[config.mk]
export PLATFORM = sky130hd
export DESIGN_NAME = fetch_seq_ctrl_flat
export DESIGN_NICKNAME = d
export VERILOG_FILES = /design/src/rtl/fetch_seq_ctrl_if.sv /design/src/rtl/fetch_seq_ctrl.sv /design/src/flat_wrapper.sv
export SDC_FILE = /design/constraint.sdc
export NUM_CORES = 1
export LEC_CHECK = 0
export ABC_AREA = 1
export BUFFER_PORTS_ARGS = -buffer_cell sky130_fd_sc_hd__buf_4
export CELL_PAD_IN_SITES_DETAIL_PLACEMENT = 2
export CELL_PAD_IN_SITES_GLOBAL_PLACEMENT = 2
export CORE_UTILIZATION = 30
export DETAILED_ROUTE_END_ITERATION = 16
export PLACE_DENSITY_LB_ADDON = 0.1
export SLEW_MARGIN = 20
export SYNTH_ARGS = -nofsm -noshare
export SYNTH_HDL_FRONTEND = slang
export SYNTH_SLANG_ARGS = --single-unit
[constraint.sdc]
create_clock -name clk -period 4.57 [get_ports clk]
set_clock_uncertainty 0.05 [all_clocks]
set_input_delay 0.2285 -clock clk [delete_from_list [all_inputs] [get_ports clk]]
set_output_delay 0.2285 -clock clk [all_outputs]
set_load 0.05 [all_outputs]
[src/rtl/fetch_seq_ctrl_if.sv]
// fetch_seq_ctrl_if
// -----------------
// Bundles the fetch sequencer's handshake with the outside world:
// the redirect/stall inputs from the pipeline, the SRAM fetch port,
// and the instruction presented to decode.
//
// Signals:
//   redirect_valid / redirect_pc : jump, branch or trap redirect request
//   dec_stall                    : decoder cannot take the current instruction
//   sram_ready                   : fetch port granted this cycle
//   sram_cs / sram_addr          : fetch request strobe and 64-bit line address
//   sram_rdata                   : line data, one cycle after a granted request
//   instr_valid / instr_pc       : instruction presentation qualifier and its PC
//   instr / instr_is16           : raw instruction (RV16 zero-extended) and size flag
//
// Modports:
//   master : the fetch sequencer (drives the SRAM request and the instruction)
//   slave  : the surrounding pipeline plus SRAM
interface fetch_seq_ctrl_if;
    logic        redirect_valid;
    logic [31:0] redirect_pc;
    logic        dec_stall;
    logic        sram_ready;
    logic        sram_cs;
    logic [28:0] sram_addr;
    logic [63:0] sram_rdata;
    logic        instr_valid;
    logic [31:0] instr_pc;
    logic [31:0] instr;
    logic        instr_is16;

    modport master (
        input  redirect_valid, redirect_pc, dec_stall, sram_ready, sram_rdata,
        output sram_cs, sram_addr, instr_valid, instr_pc, instr, instr_is16
    );

    modport slave (
        output redirect_valid, redirect_pc, dec_stall, sram_ready, sram_rdata,
        input  sram_cs, sram_addr, instr_valid, instr_pc, instr, instr_is16
    );
endinterface

[src/rtl/fetch_seq_ctrl.sv]
// fetch_seq_ctrl
// --------------
// Instruction fetch sequencer. Requests 64-bit lines from the fetch SRAM
// at the current fetch PC, holds the returned line, and extracts one
// RV32 or RV16 instruction per decoder accept. A 32-bit instruction whose
// lower half sits in the last halfword of a line is assembled from that
// saved halfword plus the first halfword of the following line.
//
// Ports:
//   clk : clock, all state updates on the rising edge
//   rst : asynchronous active-high reset
//   bus : fetch_seq_ctrl_if.master (redirect, stall, SRAM port, instruction out)
//
// Parameters:
//   RESET_PC : first fetch address after reset (bit 0 ignored)
module fetch_seq_ctrl #(
    parameter logic [31:0] RESET_PC = 32'h0000_0000
) (
    input  logic                    clk,
    input  logic                    rst,
    fetch_seq_ctrl_if.master        bus
);

    typedef enum logic [1:0] {
        S_IDLE,
        S_REQ,
        S_WAIT,
        S_RUN
    } state_t;

    state_t      state_q;
    logic [31:1] pc_q;
    logic [63:0] line_q;
    logic [31:3] tag_q;
    logic [15:0] hw_q;
    logic        xmode_q;

    logic [28:0] req_addr;
    logic [15:0] lo_hw;
    logic [15:0] hi_hw;
    logic [31:0] instr_sel;
    logic        is16;
    logic        straddle;
    logic        valid;
    logic        accept;
    logic [31:0] pc_d;
    logic        unused_bits;

    // Instruction extraction from the held line. lo_hw is the halfword at
    // the PC, hi_hw the one after it (meaningless for the last halfword,
    // which is why that slot is either RV16 or a straddle). In xmode the
    // lower half was saved from the previous line and the upper half is
    // the first halfword of the freshly fetched one.
    always_comb begin
        lo_hw = 16'h0000;
        hi_hw = 16'h0000;
        case (pc_q[2:1])
            2'b00: begin lo_hw = line_q[15:0];  hi_hw = line_q[31:16]; end
            2'b01: begin lo_hw = line_q[31:16]; hi_hw = line_q[47:32]; end
            2'b10: begin lo_hw = line_q[47:32]; hi_hw = line_q[63:48]; end
            default: begin lo_hw = line_q[63:48]; hi_hw = 16'h0000; end
        endcase

        req_addr = xmode_q ? (pc_q[31:3] + 29'd1) : pc_q[31:3];

        if (xmode_q) begin
            instr_sel = {line_q[15:0], hw_q};
        end else if (lo_hw[1:0] == 2'b11 && pc_q[2:1] != 2'b11) begin
            instr_sel = {hi_hw, lo_hw};
        end else begin
            instr_sel = {16'h0000, lo_hw};
        end

        is16     = (instr_sel[1:0] != 2'b11);
        straddle = (state_q == S_RUN) && !xmode_q &&
                   (pc_q[2:1] == 2'b11) && (lo_hw[1:0] == 2'b11);
        valid    = (state_q == S_RUN) && !straddle;
        accept   = valid && !bus.dec_stall && !bus.redirect_valid;
        pc_d     = {pc_q, 1'b0} + (is16 ? 32'd2 : 32'd4);
    end

    // Output decode. The request strobe drops in the same cycle a redirect
    // arrives so a stale line address never reaches the SRAM.
    assign bus.sram_cs     = (state_q == S_REQ) && !bus.redirect_valid;
    assign bus.sram_addr   = req_addr;
    assign bus.instr_valid = valid;
    assign bus.instr_pc    = {pc_q, 1'b0};
    assign bus.instr       = instr_sel;
    assign bus.instr_is16  = is16;

    assign unused_bits = bus.redirect_pc[0] ^ pc_d[0];

    // Sequencer FSM. Redirect overrides everything, including a line that
    // is arriving in S_WAIT: that line belongs to the old stream and is
    // dropped without touching line_q or tag_q. After an accept we stay in
    // S_RUN as long as the next PC is still inside the held line.
    always_ff @(posedge clk or posedge rst) begin
        if (rst) begin
            state_q <= S_IDLE;
            pc_q    <= RESET_PC[31:1];
            line_q  <= 64'h0;
            tag_q   <= 29'h0;
            hw_q    <= 16'h0;
            xmode_q <= 1'b0;
        end else if (bus.redirect_valid) begin
            pc_q    <= bus.redirect_pc[31:1];
            xmode_q <= 1'b0;
            state_q <= S_REQ;
        end else begin
            case (state_q)
                S_IDLE: begin
                    state_q <= S_REQ;
                end
                S_REQ: begin
                    if (bus.sram_ready) begin
                        state_q <= S_WAIT;
                    end
                end
                S_WAIT: begin
                    line_q  <= bus.sram_rdata;
                    tag_q   <= req_addr;
                    state_q <= S_RUN;
                end
                S_RUN: begin
                    if (straddle) begin
                        hw_q    <= line_q[63:48];
                        xmode_q <= 1'b1;
                        state_q <= S_REQ;
                    end else if (accept) begin
                        pc_q    <= pc_d[31:1];
                        xmode_q <= 1'b0;
                        if (pc_d[31:3] != tag_q) begin
                            state_q <= S_REQ;
                        end
                    end
                end
                default: begin
                    state_q <= S_IDLE;
                end
            endcase
        end
    end

endmodule

[src/flat_wrapper.sv]
// flat-port wrapper written by rule: the top's interface ports become plain ports
module fetch_seq_ctrl_flat 
#(
    parameter logic [31:0] RESET_PC = 32'h0000_0000
)
  (clk, rst, bus_redirect_valid, bus_redirect_pc, bus_dec_stall, bus_sram_ready, bus_sram_rdata, bus_sram_cs, bus_sram_addr, bus_instr_valid, bus_instr_pc, bus_instr, bus_instr_is16);
  fetch_seq_ctrl_if bus_i ();
  input  logic clk;
  input  logic rst;
  input wire logic [$bits(bus_i.redirect_valid)-1:0] bus_redirect_valid;
  input wire logic [$bits(bus_i.redirect_pc)-1:0] bus_redirect_pc;
  input wire logic [$bits(bus_i.dec_stall)-1:0] bus_dec_stall;
  input wire logic [$bits(bus_i.sram_ready)-1:0] bus_sram_ready;
  input wire logic [$bits(bus_i.sram_rdata)-1:0] bus_sram_rdata;
  output wire logic [$bits(bus_i.sram_cs)-1:0] bus_sram_cs;
  output wire logic [$bits(bus_i.sram_addr)-1:0] bus_sram_addr;
  output wire logic [$bits(bus_i.instr_valid)-1:0] bus_instr_valid;
  output wire logic [$bits(bus_i.instr_pc)-1:0] bus_instr_pc;
  output wire logic [$bits(bus_i.instr)-1:0] bus_instr;
  output wire logic [$bits(bus_i.instr_is16)-1:0] bus_instr_is16;
  assign bus_i.redirect_valid = bus_redirect_valid;
  assign bus_i.redirect_pc = bus_redirect_pc;
  assign bus_i.dec_stall = bus_dec_stall;
  assign bus_i.sram_ready = bus_sram_ready;
  assign bus_i.sram_rdata = bus_sram_rdata;
  assign bus_sram_cs = bus_i.sram_cs;
  assign bus_sram_addr = bus_i.sram_addr;
  assign bus_instr_valid = bus_i.instr_valid;
  assign bus_instr_pc = bus_i.instr_pc;
  assign bus_instr = bus_i.instr;
  assign bus_instr_is16 = bus_i.instr_is16;
  fetch_seq_ctrl #(.RESET_PC(RESET_PC)) u_core (.clk(clk), .rst(rst), .bus(bus_i));
endmodule
==> results of run 1 <==
-- final timing paths --
check,start,end,slack [ns],cells past startpoint
setup reg to reg,u_core.pc_q[1],u_core.state_q[0],0.36,25
min in group asynchronous,rst,u_core.tag_q[10],0.40,3
max in group asynchronous,rst,u_core.line_q[14],3.01,4
setup / recovery,u_core.pc_q[1],u_core.state_q[0],0.36,25
hold / removal,bus_redirect_pc[14],u_core.pc_q[14],0.01,3
hold reg to reg,u_core.hw_q[0],u_core.hw_q[0],0.42,2
-- metrics by stage --
| step | util, % | cells | setup slack, ns | total power, mW |
|---|---|---|---|---|
| after global placement | 37.34 | 1742 | 0.5774 | 6.260 |
| after global routing | 42.27 | 1855 | 0.06377 | 8.349 |
| final | 42.28 | 1856 | 0.3626 | 7.846 |
| after CTS | 42.27 | 1855 | 0.3487 | 7.911 |
| after detailed placement | 37.34 | 1742 | 0.4132 | 6.403 |
| after floorplan | - | 1212 | 0.02383 | 4.966 |
-- final cells by class --
class                           instances  area (um^2)  share of cell area (%)
Multi-Input combinational cell        875         4343                   36.58
Sequential cell                       143         3578                   30.14
Timing Repair Buffer                  287         2370                   19.96
Inverter                              140        533.0                   4.489
Tap cell                              378        473.0                   3.983
Clock buffer                           18        429.2                   3.614
Clock inverter                         14        145.1                   1.222
Antenna cell                            1        2.502                 0.02107
-- what timing repair did --
action / in CTS / in global routing
endpoints found under the hold margin: 144 / 0
endpoints found under the setup margin: 0 / 0
hold buffers: 81 / 0
-- logic make-up after synthesis --
logic type | after synthesis | synth area share [%]
XOR/XNOR | 38 | 4.017
AND/OR/NAND/NOR | 617 | 29.91
adder cells (fa/ha/maj) | 8 | 1.243
AO/OA/AOI/OAI | 211 | 14.81
buffers and inverters | 194 | 8.655
flip-flops | 143 | 41.32
other | 1 | 0.04330
-- registers in the layout (all words and copies together) (netlist names) --
register / count
u_core.hw_q: 16
u_core.tag_q: 29
u_core.state_q: 2
u_core.pc_q: 31
u_core.line_q: 64
u_core.xmode_q: 1
-- power by group --
part | internal (mW) | switching [mW] | total [mW]
registers | 1.80 | 0.475 | 2.27
logic | 1.28 | 2.88 | 4.16
clock network | 0.768 | 0.645 | 1.41
-- per-layer routing --
metal	track usage, %	vias up	routed length (um)
met4	8.888	2	1018
met2	46.84	216	18540
met3	3.616	56	1253
met1	31.04	4651	15780
li1	-	4408	-
met5	0	-	13
-- critical path: cells and delay by family, from the launching register on --
kind                       cells  cell delay [ns]
and+or+nand+nor               19             2.12
adders and majority gates      2             0.71
AOI/OAI and AO/OA              3             0.55
DFF                            1             0.51
buffers and inverters          1             0.15
-- layout by cell type (no fill, tap or decap), types with 2 or more instances in the layout --
master         synthesis  final
nand2_1              446    444
buf_4                  2    205
dfrtp_1              143    143
inv_1                134    132
o21ai_0              115    113
dlygate4sd3_1          0     81
nand3_1               62     62
nor2_1                62     61
xor2_1                34     34
o22ai_1               30     30
o221ai_1              17     17
clkbuf_16              0     17
o211ai_1              15     15
a41oi_1               14     14
nor2_2                12     13
nand2_2               10     12
a22oi_1               12     12
nand3b_1               7      7
ha_1                   7      7
inv_6                  0      6
o21ai_1                4      5
inv_2                  4      5
nor2_4                 3      3
xnor2_1                3      3
nand2_4                3      3
nor3_1                 3      3
clkinvlp_4             0      3
clkinv_4               0      3
nand4_1                2      2
nor2_8                 2      2
nand3_2                2      2
a31oi_1                2      2
inv_8                  0      2
==> impl_metrics.env, run 1 <==
export IMPL_cp_end_kind="flop"
export IMPL_synth_top_area_share_pct=41.32
export IMPL_clk_pin_slew_worst_paths_ns=0.07
export IMPL_finalInstanceArea_um2=11870
export IMPL_viasPerCell=5.029
export IMPL_pwr_density_cell_nw_per_um2=660.8
export IMPL_die_y_um=171.9
export IMPL_drtAntennaViolNets=0
export IMPL_io_pins=197
export IMPL_rsz0062_at_grt="no"
export IMPL_root_buffer="clkbuf_16"
export IMPL_synth_top_cell_by_area="dfrtp_1"
export IMPL_dieArea_um2=29550
export IMPL_route_detailed_drc=0
export IMPL_design_core_area_um2=28090
export IMPL_die_x_um=171.9
export IMPL_wl_um=36610
export IMPL_cts_tree="built"
export IMPL_grt_total_usage_pct=25.83
export IMPL_cp_slowest_cell="dfrtp_1"
export IMPL_htreeDepth=4
export IMPL_cpMostUsedCell="nand2_1"
export IMPL_netlist_area_um2=8660
export IMPL_grt_max_degree=73
export IMPL_place_gp_congestion=0.8679
export IMPL_timing_hold_ws_ns=0.01439
export IMPL_cts_repair_resized=0
export IMPL_wl_per_cell_um=19.73
export IMPL_final_max_slew_viol_count=0
export IMPL_worst_pin_slew_ns=0.7826
export IMPL_post_route_min_period_ns=4.207
export IMPL_crit_arrival_ns=4.47
export IMPL_clock_latency_ns=0.44
export IMPL_start_util_pct=30.83
export IMPL_grt_pass1_vias=10460
export IMPL_synth_warnings=0
export IMPL_nets=1573
export IMPL_synth_common_cells="nand2_1 (446), dfrtp_1 (143), inv_1 (134), o21ai_0 (115)"
export IMPL_max_freq_mhz=237.7
export IMPL_cp_start_kind="flop"
export IMPL_dp_hpwl_um=25920
export IMPL_num_rows=61
export IMPL_synth_area_top_cells="dfrtp_1 (41%), nand2_1 (19%), o21ai_0 (6.6%)"
export IMPL_status="completed"
export IMPL_cts_buffer_depth=2
export IMPL_post_cts_buffers=0
export IMPL_numPortBuffers=194
export IMPL_synth_cell_type_count=40
export IMPL_relSlewSlack_pct=47.70
export IMPL_maxCapViolCount=0
export IMPL_nFillCells=3325
export IMPL_ys_seq_area_share_pct=41.32
export IMPL_setup_tns_ns=0
export IMPL_cts_buffers_inserted=17
export IMPL_syn_inst=1212
export IMPL_async_flop_share_pct=100.0
export IMPL_max_stage_delay_ns=0.51
export IMPL_first_iter_violations=489
export IMPL_num_vias=9333
export IMPL_setup_viol=0
export IMPL_gr_total_overflow=0
export IMPL_critical_path_required_ns=4.84
export IMPL_placed_cell_area_um2=10490
export IMPL_ir_worst_vdd_v=0.0004716
export IMPL_layout_drive_gt1_share_pct=19.16
export IMPL_antenna_found_initial=1
export IMPL_path_class="reg -> reg"
export IMPL_synth_main_ff_cell="dfrtp_1"
export IMPL_hold_viol=0
export IMPL_cts_sinks=143
export IMPL_cellLeakagePower_nw=5.743
export IMPL_ys_ff_latch=143
export IMPL_cp_max_fo=8
export IMPL_syn_area_per_cell_um2=7.145
export IMPL_grt_pass1_wl_um=57690
export IMPL_synth_edf_count=0
export IMPL_hold_class="in -> reg"
export IMPL_syn_nets=1321
export IMPL_drtPass1Iterations=4
export IMPL_synth_most_common_cell="nand2_1"
export IMPL_areaGrowthSynthToFinish_pct=37.12
export IMPL_min_period_over_period_pct=92.06
Power figures use the tool's default switching activity.
==> inputs of run 2 (changes only) <==
--- a/config.mk
+++ b/config.mk
@@ -10,8 +10,9 @@
 export CELL_PAD_IN_SITES_DETAIL_PLACEMENT = 2
 export CELL_PAD_IN_SITES_GLOBAL_PLACEMENT = 2
 export CORE_UTILIZATION = 30
+export CTS_CLUSTER_DIAMETER = 100
 export DETAILED_ROUTE_END_ITERATION = 16
-export PLACE_DENSITY_LB_ADDON = 0.1
+export PLACE_DENSITY = 0.8
 export SLEW_MARGIN = 20
 export SYNTH_ARGS = -nofsm -noshare
 export SYNTH_HDL_FRONTEND = slang
==> impl_metrics.env, run 2 (synthesized netlist as in run 1, its figures left out) <==
export IMPL_status="finished with violations"
export IMPL_failed_checks="negative hold slack"
export IMPL_nets=1571
export IMPL_cts_buffer_depth=2
export IMPL_cpMostUsedCell="nand2_1"
export IMPL_start_util_pct=30.83
export IMPL_cts_hold_buf=80
export IMPL_route_detailed_drc=0
export IMPL_cp_start_kind="flop"
export IMPL_min_period_over_period_pct=89.32
export IMPL_path_class="reg -> reg"
export IMPL_critical_path_required_ns=4.90
export IMPL_antenna_found_initial=2
export IMPL_fin_ws_ns=0.4879
export IMPL_first_iter_violations=465
export IMPL_ir_worst_vdd_v=0.0004784
export IMPL_cp_end_kind="flop"
export IMPL_rsz0062_at_grt="no"
export IMPL_worst_pin_slew_ns=1.024
export IMPL_design_core_area_um2=28090
export IMPL_clk_pin_slew_worst_paths_ns=0.08
export IMPL_clock_latency_ns=0.44
export IMPL_htreeDepth=4
export IMPL_max_stage_delay_ns=0.49
export IMPL_maxCapViolCount=0
export IMPL_ff2ff_setup_slack_ns=0.49
export IMPL_num_rows=61
export IMPL_grt_max_degree=111
export IMPL_layout_cells_most_common_list="nand2_1 (444), buf_4 (205), dfrtp_1 (143)"
export IMPL_root_buffer="clkbuf_16"
export IMPL_cp_slowest_cell="dfrtp_1"
export IMPL_timing_hold_ws_ns=-0.006468
export IMPL_nFillCells=3299
export IMPL_setup_viol=0
export IMPL_die_x_um=171.9
export IMPL_crit_family="simple AND/OR/NAND/NOR gates"
export IMPL_cts_sinks=143
export IMPL_grt_pass1_wl_um=59160
export IMPL_setup_tns_ns=0
export IMPL_place_gp_congestion=0.8808
export IMPL_fin_cells=1854
export IMPL_num_vias=9492
export IMPL_cp_max_fo=8
export IMPL_worst_path_buf_inv=2
export IMPL_drtPass1Iterations=5
export IMPL_crit_arrival_ns=4.41
export IMPL_pwr_density_cell_nw_per_um2=670.3
export IMPL_top_regs="u_core.line_q: 64 flops, u_core.pc_q: 31 flops, u_core.tag_q: 29 flops"
export IMPL_io_pins=197
export IMPL_registers_top_by_ff_count="u_core.line_q"
export IMPL_final_util_pct=42.32
export IMPL_gr_total_overflow=0
export IMPL_wl_um=38370
export IMPL_dp_slack_ns=0.5292
export IMPL_wl_per_cell_um=20.70
export IMPL_numPortBuffers=194
export IMPL_cts_repair_resized=0
export IMPL_areaGrowthSynthToFinish_pct=37.26
export IMPL_cellLeakagePower_nw=5.760
export IMPL_grt_total_usage_pct=26.58
export IMPL_crit_chain="nor2_2, inv_1, o211ai_1, o21a_1, nand2_1, o21ai_1, nand2_2, ha_1, fa_1, nand2_1, nor2_8, xor2_1, inv_1, nand2_1, nand4_1, nor2_1, nand2_1, nor2_2, nand3_1, nand2_1, nand2_2, nand2_2, nand2_1, nand2_1"
export IMPL_cts_tree="built"
export IMPL_die_y_um=171.9
export IMPL_grt_pass1_vias=10780
export IMPL_hold_viol=1
export IMPL_viasPerCell=5.120
export IMPL_power_total_mw=7.968
export IMPL_cts_buffers_inserted=17
export IMPL_relSlewSlack_pct=31.76
export IMPL_final_common_cell="nand2_1"
export IMPL_hold_class="in -> reg"
export IMPL_post_cts_buffers=0
export IMPL_largest_reg_flops=64
export IMPL_layout_drive_gt1_share_pct=19.19
export IMPL_dieArea_um2=29550
export IMPL_post_route_min_period_ns=4.082
export IMPL_drtAntennaViolNets=0
export IMPL_final_max_slew_viol_count=0
export IMPL_max_freq_mhz=245.0
export IMPL_place_inst=1741
export IMPL_dp_hpwl_um=25640
## run 2: metal layers
metal / GRT usage, % / vias up / routed length [um]
li1: - / 4407 / -
met1: 30.41 / 4758 / 15900
met2: 48.84 / 253 / 19790
met3: 4.486 / 72 / 1557
met4: 10.54 / 2 / 1107
met5: 0 / - / 17
## run 2: worst paths after layout
path,from,endpoint,cells past startpoint
setup / recovery,u_core.pc_q[1],u_core.state_q[0],24
hold / removal,bus_redirect_pc[26],u_core.pc_q[26],3
setup reg to reg,u_core.pc_q[1],u_core.state_q[0],24
hold reg to reg,u_core.hw_q[0],u_core.hw_q[0],2
max in group asynchronous,rst,u_core.line_q[19],4
min in group asynchronous,rst,u_core.pc_q[9],3
## run 2: area by class of cell
class	count	area, um^2	share of cell area (%)
timing repair buffer	285	2340	19.68
inverter	140	533.0	4.484
tap	378	473.0	3.979
multi-input combinational	875	4343	36.54
clock buffer	17	425.4	3.579
clock inverter	15	191.4	1.611
sequential	143	3578	30.11
antenna	1	2.502	0.02105
## run 2: worst reg2reg max path: cells and delay by family, from the launching register on
family / cells / cell delay, ns
and+or+nand+nor: 16 / 1.87
adders and majority gates: 2 / 0.71
buffers and inverters: 2 / 0.22
AOI/OAI and AO/OA: 3 / 0.47
xor gates and xnor gates: 1 / 0.20
DFF: 1 / 0.49
## run 2: report_power, final
part	switching [mW]	internal, mW
Combinational	2.93	1.28
Sequential	0.483	1.80
Clock	0.723	0.750
## run 2: through the flow
step,cell area (um^2),hold slack [ns]
5_1_grt,11890,0.0009018
6_report,11890,-0.006468
2_1_floorplan,8666,0.2881
3_3_place_gp,10470,0.3769
3_5_place_dp,10470,0.3825
4_1_cts,11880,0.0001986
